### src/rtl/mul_div_unit.sv
// mul_div_unit: iterative shift-add multiply / restoring divide with HI/LO registers
module mul_div_unit #(
  parameter int WIDTH  = 32,
  parameter bit DIV_EN = 1'b1
) (
  input  logic             clk_i,
  input  logic             rst_i,
  input  logic             start_i,
  input  logic [2:0]       op_i,
  input  logic [WIDTH-1:0] a_i,
  input  logic [WIDTH-1:0] b_i,
  output logic             busy_o,
  output logic             done_o,
  output logic [WIDTH-1:0] hi_o,
  output logic [WIDTH-1:0] lo_o
);
  localparam int CW = $clog2(WIDTH + 1);
  typedef enum logic [1:0] {IDLE, CALC, FIX} state_t;
  state_t state_q, state_d;
  logic [CW-1:0] cnt_q, cnt_d;
  logic [2*WIDTH-1:0] acc_q, acc_d, prod;
  logic [WIDTH-1:0] m_q, m_d, a_q, a_d, hi_q, hi_d, lo_q, lo_d;
  logic [WIDTH-1:0] abs_a, abs_b, quo, rem;
  logic [WIDTH:0] mul_sum, rem_sh, diff;
  logic div_q, div_d, sgn_q, sgn_d, sa_q, sa_d, sb_q, sb_d, done_q, done_d;
  logic signed_op, is_md, neg_res;
  assign signed_op = ~op_i[0];
  assign is_md     = ~op_i[2] & (~op_i[1] | DIV_EN);
  assign abs_a     = (signed_op & a_i[WIDTH-1]) ? -a_i : a_i;
  assign abs_b     = (signed_op & b_i[WIDTH-1]) ? -b_i : b_i;
  assign mul_sum   = {1'b0, acc_q[2*WIDTH-1:WIDTH]} + (acc_q[0] ? {1'b0, m_q} : '0);
  assign rem_sh    = acc_q[2*WIDTH-1:WIDTH-1];
  assign diff      = rem_sh - {1'b0, m_q};
  assign neg_res   = sgn_q & (sa_q ^ sb_q);
  assign prod      = neg_res ? -acc_q : acc_q;
  assign quo       = neg_res ? -acc_q[WIDTH-1:0] : acc_q[WIDTH-1:0];
  assign rem       = (sgn_q & sa_q) ? -acc_q[2*WIDTH-1:WIDTH] : acc_q[2*WIDTH-1:WIDTH];
  always_comb begin
    state_d = state_q;
    cnt_d   = cnt_q;
    acc_d   = acc_q;
    m_d     = m_q;
    a_d     = a_q;
    hi_d    = hi_q;
    lo_d    = lo_q;
    div_d   = div_q;
    sgn_d   = sgn_q;
    sa_d    = sa_q;
    sb_d    = sb_q;
    done_d  = 1'b0;
    case (state_q)
      IDLE: begin
        if (start_i && is_md) begin
          state_d = CALC;
          cnt_d   = CW'(WIDTH);
          acc_d   = {{WIDTH{1'b0}}, op_i[1] ? abs_a : abs_b};
          m_d     = op_i[1] ? abs_b : abs_a;
          a_d     = a_i;
          div_d   = op_i[1];
          sgn_d   = signed_op;
          sa_d    = a_i[WIDTH-1];
          sb_d    = b_i[WIDTH-1];
        end
        hi_d = (start_i && op_i == 3'b100) ? a_i : hi_q;
        lo_d = (start_i && op_i == 3'b101) ? a_i : lo_q;
      end
      CALC: begin
        cnt_d   = cnt_q - 1'b1;
        state_d = (cnt_q == CW'(1)) ? FIX : CALC;
        // divide: keep the shifted remainder when the trial subtract borrows
        acc_d   = !div_q ? {mul_sum, acc_q[WIDTH-1:1]} :
                  diff[WIDTH] ? {rem_sh[WIDTH-1:0], acc_q[WIDTH-2:0], 1'b0} :
                                {diff[WIDTH-1:0], acc_q[WIDTH-2:0], 1'b1};
      end
      FIX: begin
        state_d = IDLE;
        done_d  = 1'b1;
        hi_d    = !div_q ? prod[2*WIDTH-1:WIDTH] : (m_q == '0) ? a_q : rem;
        lo_d    = !div_q ? prod[WIDTH-1:0] : (m_q == '0) ? {WIDTH{1'b1}} : quo;
      end
      default: state_d = IDLE;
    endcase
  end
  always_ff @(posedge clk_i) begin
    if (rst_i) begin
      state_q <= IDLE;
      cnt_q   <= '0;
      acc_q   <= '0;
      m_q     <= '0;
      a_q     <= '0;
      hi_q    <= '0;
      lo_q    <= '0;
      div_q   <= 1'b0;
      sgn_q   <= 1'b0;
      sa_q    <= 1'b0;
      sb_q    <= 1'b0;
      done_q  <= 1'b0;
    end else begin
      state_q <= state_d;
      cnt_q   <= cnt_d;
      acc_q   <= acc_d;
      m_q     <= m_d;
      a_q     <= a_d;
      hi_q    <= hi_d;
      lo_q    <= lo_d;
      div_q   <= div_d;
      sgn_q   <= sgn_d;
      sa_q    <= sa_d;
      sb_q    <= sb_d;
      done_q  <= done_d;
    end
  end
  assign busy_o = (state_q != IDLE);
  assign done_o = done_q;
  assign hi_o   = hi_q;
  assign lo_o   = lo_q;
endmodule
### config.mk
export PLATFORM = sky130hd
export DESIGN_NAME = mul_div_unit
export DESIGN_NICKNAME = d
export VERILOG_FILES = /design/src/rtl/mul_div_unit.sv
export SDC_FILE = /design/constraint.sdc
export NUM_CORES = 1
export LEC_CHECK = 0
export BUFFER_PORTS_ARGS = -buffer_cell sky130_fd_sc_hd__buf_2
export CAP_MARGIN = 20
export CORE_ASPECT_RATIO = 1.2
export CORE_MARGIN = 2
export CORE_UTILIZATION = 49
export DETAILED_ROUTE_END_ITERATION = 8
export PLACE_DENSITY = 0.67
export SYNTH_ARGS = -nofsm -noshare
export SYNTH_HDL_FRONTEND = slang
export SYNTH_SLANG_ARGS = --single-unit
### constraint.sdc
create_clock -name clk_i -period 5.05 [get_ports clk_i]
set_input_delay 0.2525 -clock clk_i [delete_from_list [all_inputs] [get_ports clk_i]]
set_output_delay 0.2525 -clock clk_i [all_outputs]
set_load 0.01 [all_outputs]
Word-level counts from Yosys, hierarchy flattened
Cells that the tools add are included.
{"block": "totals", "out_inout_bits": 66, "regBits": 205}
{"block": "op_classes", "bitwise": 7, "reduce_logical": 12, "muxes": 26, "addsub": 8, "eq_ne": 8}
{"cell": "two-way mux 32 bit", "n": 13}
{"cell": "two-way mux 64 bit", "n": 4}
{"cell": "negator 32 bit", "n": 4}
{"cell": "case mux 32 bit (2 select lines)", "n": 2}
{"cell": "case mux 64 bit (2 select lines)", "n": 1}
{"cell": "negator 64 bit", "n": 1}
{"cell": "adder 32 x 32 -> 33 bit", "n": 1}
{"cell": "subtractor 33 x 32 -> 33 bit", "n": 1}
{"cell": "zero test 32 bit", "n": 1}
{"cell": "case mux 6 bit (2 select lines)", "n": 1}
{"cell": "AND reduction 2 bit", "n": 4}
{"cell": "equality test 3 bit, second input constant", "n": 2}
{"cell": "equality test 6 x 1 -> 1 bit, second input constant", "n": 1}
{"cell": "two-way mux 6 bit", "n": 1}
{"cell": "!= test 2 bit, second input constant", "n": 3}
{"cell": "nonzero test 2 bit", "n": 3}
{"cell": "subtractor 6 x 1 -> 6 bit, second input constant", "n": 1}
{"cell": "AND 1 bit", "n": 4}
{"cell": "two-way mux 2 bit", "n": 2}
{"cell": "case mux 2 bit (2 select lines)", "n": 1}
{"cell": "logical AND 1 bit", "n": 3}
{"cell": "equality test 2 x 1 -> 1 bit, second input constant", "n": 1}
{"cell": "equality test 2 bit, second input constant", "n": 1}
{"cell": "zero test 2 bit", "n": 1}
{"cell": "3 further kinds", "n": 4}

Longest topological paths before layout
{"block": "depth", "word_depth": 6, "mapped_depth": 15, "mapped_depth_nobuf": 14}

Least setup slack after synthesis
OpenSTA, ideal clock, no wires.
{"block": "synth_timing", "kind": "flip-flop to flip-flop", "startpoint": "register acc_q[31]", "endpoint": "register acc_q[55]", "synth_period_minus_slack_ns": 3.268, "path_slack_ns": 1.782, "path_stages_with_launch": 15, "path_buffers": 2, "setup_ns": 0.135, "t_arrival_ns": 3.134, "cell_sequence": "dfxtp_1 > inv_1 > ha_1 > fa_1 > nand2b_1 > a211oi_1 > o21ai_1 > nand2_1 > a31oi_1 > o21ai_1 > xor2_1 > buf_2 > buf_2 > mux2i_1 > o221ai_1"}
{"block": "synth_between", "elab_chain_len": 4}
{"element": "start, declared", "line_no": "21", "text": "logic [2*WIDTH-1:0] acc_q, acc_d, prod;"}
{"element": "start signal, assigned", "line_no": "88", "text": "acc_q <= '0;"}
{"element": "start signal, assigned", "line_no": "101", "text": "acc_q <= acc_d;"}
{"element": "subtractor 33 x 32 -> 33 bit", "line_no": "33", "text": "assign diff = rem_sh - {1'b0, m_q};"}
{"element": "two-way mux 64 bit", "line_no": "72", "text": "diff[WIDTH] ? {rem_sh[WIDTH-1:0], acc_q[WIDTH-2:0], 1'b0} :"}
{"element": "two-way mux 64 bit", "line_no": "71", "text": "acc_d = !div_q ? {mul_sum, acc_q[WIDTH-1:1]} :"}
{"element": "case mux 64 bit (2 select lines)", "line_no": "51", "text": "case (state_q)"}
No other way between the ends.
A chain may end at the register's enable or synchronous reset.

Final worst setup path
{"block": "layout_timing", "startpoint": "register acc_q[0]", "endpoint": "register acc_q[55]"}
{"block": "layout_between", "elab_chain_len": 4}
{"element": "two-way mux 32 bit", "line_no": "31", "text": "assign mul_sum = {1'b0, acc_q[2*WIDTH-1:WIDTH]} + (acc_q[0] ? {1'b0, m_q} : '0);"}
{"element": "adder 32 x 32 -> 33 bit", "line_no": "31"}
{"element": "two-way mux 64 bit", "line_no": "71"}
{"element": "case mux 64 bit (2 select lines)", "line_no": "51"}
No other way between the ends.

==> results.cfg <==
[drt]
dr.pass1.iters = 6
via_count = 16900
wirelength_um = 61600
wl_per_cell_um = 23.2
drtAntennaViolNets = 0
initialDrtViolationCount = 1394
drc_errors = 0
viasPerCell = 6.36

[clock_network]
cts.hold.buffers_added = 0
clock_latency_ns = 0.55
postCtsResizedCells = 0
postCtsSetupBuffers = 0
cts_buffers = 24
cts_sinks = 204
cts_tree = done
cts.path.max_buffers = 3
clk_pin_slew_ns = 0.07
cts_root_buffer = clkbuf_16
ctsHtreeMaxLevel = 1

[global_route]
antenna_found_initial = 1
grtUsageTotal = 0.345
grt_max_degree = 90
grt-ovfl-total = 0
first_global_vias = 16000
grt_pass1_wl_um = 93300

[sta]
finalMaxSlewViolations = 0
min_period_ns = 4.12
fmax_mhz = 243
tightest_slew_ns = 1.13
period_share = 0.815
rsz0062_at_grt = false
tns_ns = 0
worst_slack_ns = 0.933
clock_skew_ns = 0.0218
finalSetupViolations = 0
maxSlewHeadroom = 0.243
hold_viol_final = 0

[layout]
nets = 2330
mostFrequentLayoutCell = nand2_1
layout-drive-gt1-share = 0.113
final_cell_mix = 218 x nand2_1, 212 x a21oi_1, 203 x dfxtp_1, 200 x nor2_1, 134 x buf_2
final_cells = 2656
syn2layout_area_growth_pct = 9.14
final_area_sq_um = 18100
diodes = 0

[floorplan]
pin_count = 136
initial_core_util = 0.500
dieHeight_um = 206
core-area_sq_um = 33200
fp.dieW_um = 172
die_area_sq_um = 35400
rows = 73

[synth]
syn_area_sq_um = 16600
async_flop_share = 0
yosys.cell_types.count = 86
yosysWarnings = 0
netlist_instances = 2175
postSynthAreaPerCell_sq_um = 7.64
synth_edf_count = 0
synth_seq_cells = 204
synthesis.nets = 2317
synth_top_flop_cell = dfxtp_1
seq_area_frac_synth = 0.246

[critical_path]
critical_path_required_ns = 5.43
cp_max_fo = 14
r2r_start = acc_q[0]
setup.worst_path.class = flip-flop to flip-flop
critical_path_arrival_ns = 4.50
r2r_end = acc_q[55]
worstSetupStartpointType = flip-flop
rr_worst_depth = 12
ff2ff_setup_slack_ns = 0.93
end_kind = flip-flop

[power_and_ir_drop]
switching_share = 0.348
p_int_mw = 3.21
clock_power_share = 0.367
power.density_nw_per_um2 = 271
p_seq_frac = 0.367
p_switching_mw = 1.71
combPwrFrac = 0.265
leakage_nw = 7.20
peakVddDrop_mv = 0.224

[min_path]
hold_path.class = input port to flip-flop
whs_endpoint = a_q[29]
hp-start = a_i[29]
hold_depth = 3

[outcome]
run_status = complete, no violations

[placed_design]
place_ws_ns = 1.07
place_area_sq_um = 17300
portBuffers = 135
routabilityCongestion = 0.981
hpwl_um = 45200
place_inst = 2611

[flow_run]
maxCapViolations = 0
[cell families (layout without fill, tap and decap cells)]
group	Yosys count	count (layout)	synth area share
buffers and inverters	244	275	0.0645
muxes	133	133	0.0805
adders and majority gates	72	72	0.0551
xor gates and xnor gates	197	197	0.104
AOI/OAI and AO/OA	703	703	0.276
and+or+nand+nor	622	622	0.175
DFF	204	204	0.246
[worst max-delay path, stage by stage, from the launching register on]
cell and delay, ns:
dfxtp_1 0.38, inv_1 0.45, buf_4 0.32, nor2_1 0.06, ha_1 0.36, and3_1 0.22, a31oi_1 0.17, nand2_1 0.06
a31oi_1 0.48, o31ai_1 0.19, o41ai_1 0.88, xor2_1 0.23, o221ai_1 0.12
[Yosys cell counts, types with 7 or more instances]
master	number	area, sq um
a221oi_1	39	342
buf_1	11	41.3
a211oi_1	126	946
o21ai_0	115	576
a31oi_1	26	163
nand4_1	12	75.1
o31ai_1	20	150
nand2_1	219	822
clkbuf_1	132	495
o221ai_1	8	70.1
inv_1	66	248
xor2_1	86	753
buf_4	8	60.1
or3_1	15	93.8
dfxtp_1	204	4080
o21bai_1	7	52.6
nor2b_1	11	68.8
nand3_1	26	130
o211ai_1	33	248
nand2b_1	24	150
a22oi_1	13	97.6
ha_1	70	876
and2_1	9	56.3
or4_1	9	67.6
o41ai_1	8	70.1
buf_6	7	78.8
nor2_1	201	754
mux2i_1	128	1280
o31a_1	9	78.8
nor3_1	27	135
or2_2	7	43.8
buf_2	9	45.0
nor4_1	19	119
xnor2_1	111	972
a21oi_1	212	1060
and3_1	8	50.1
a21o_1	26	195
[power by group through the flow]
| stage | Sequential (mW) | Clock (mW) | Combinational, mW |
|---|---|---|---|
| 6_report | 1.81 | 1.81 | 1.30 |
| 3_3_place_gp | 1.84 | 0 | 1.26 |
| 3_5_place_dp | 1.84 | 0 | 1.27 |
| 4_1_cts | 1.80 | 1.83 | 1.28 |
| 5_1_grt | 1.81 | 1.89 | 1.41 |
| 2_1_floorplan | 1.78 | 0 | 0.926 |
[cell type report]
class	instances	area (sq um)
tap	450	563
clock inverter	14	149
fill	3276	15100
sequential	204	4090
clock buffer	30	663
timing repair buffer	165	903
inverter	66	248
multi-input combinational	1727	11500
[registers in the layout (all words and copies together) (netlist names)]
signal and cells:
done_o 1, m_q 32, cnt_q 6, a_q 32, acc_q 64, sgn_q 1, sb_q 1, lo_o 32
state_q 2, div_q 1, hi_o 32
[worst max-delay path by stage]
stage	startpoint	to	slack, ns	cells past startpoint
2_1_floorplan	acc_q[31]	acc_q[55]	1.78	14
3_3_place_gp	acc_q[0]	acc_q[57]	1.15	13
3_5_place_dp	acc_q[31]	acc_q[35]	1.07	14
4_1_cts	acc_q[31]	acc_q[46]	1.00	14
5_1_grt	acc_q[0]	acc_q[55]	0.63	12
6_report	acc_q[0]	acc_q[55]	0.93	12
[through the flow]
step           total power [mW]  hold slack [ns]   util
6_report                   4.92           0.0346  0.546
4_1_cts                    4.91          0.00882  0.545
3_3_place_gp               3.10            0.440  0.521
3_5_place_dp               3.11            0.444  0.521
5_1_grt                    5.12           0.0315  0.546
2_1_floorplan              2.71            0.388      -
[per-layer routing]
metal | GRT usage | wire [um] | vias to the layer above
met5 | 0 | 5 | -
met4 | 0.222 | 4530 | 2
met3 | 0.0427 | 3460 | 178
met2 | 0.571 | 29000 | 638
met1 | 0.420 | 24600 | 8125
li1 | - | - | 7953
Power figures use the tool's default switching activity.
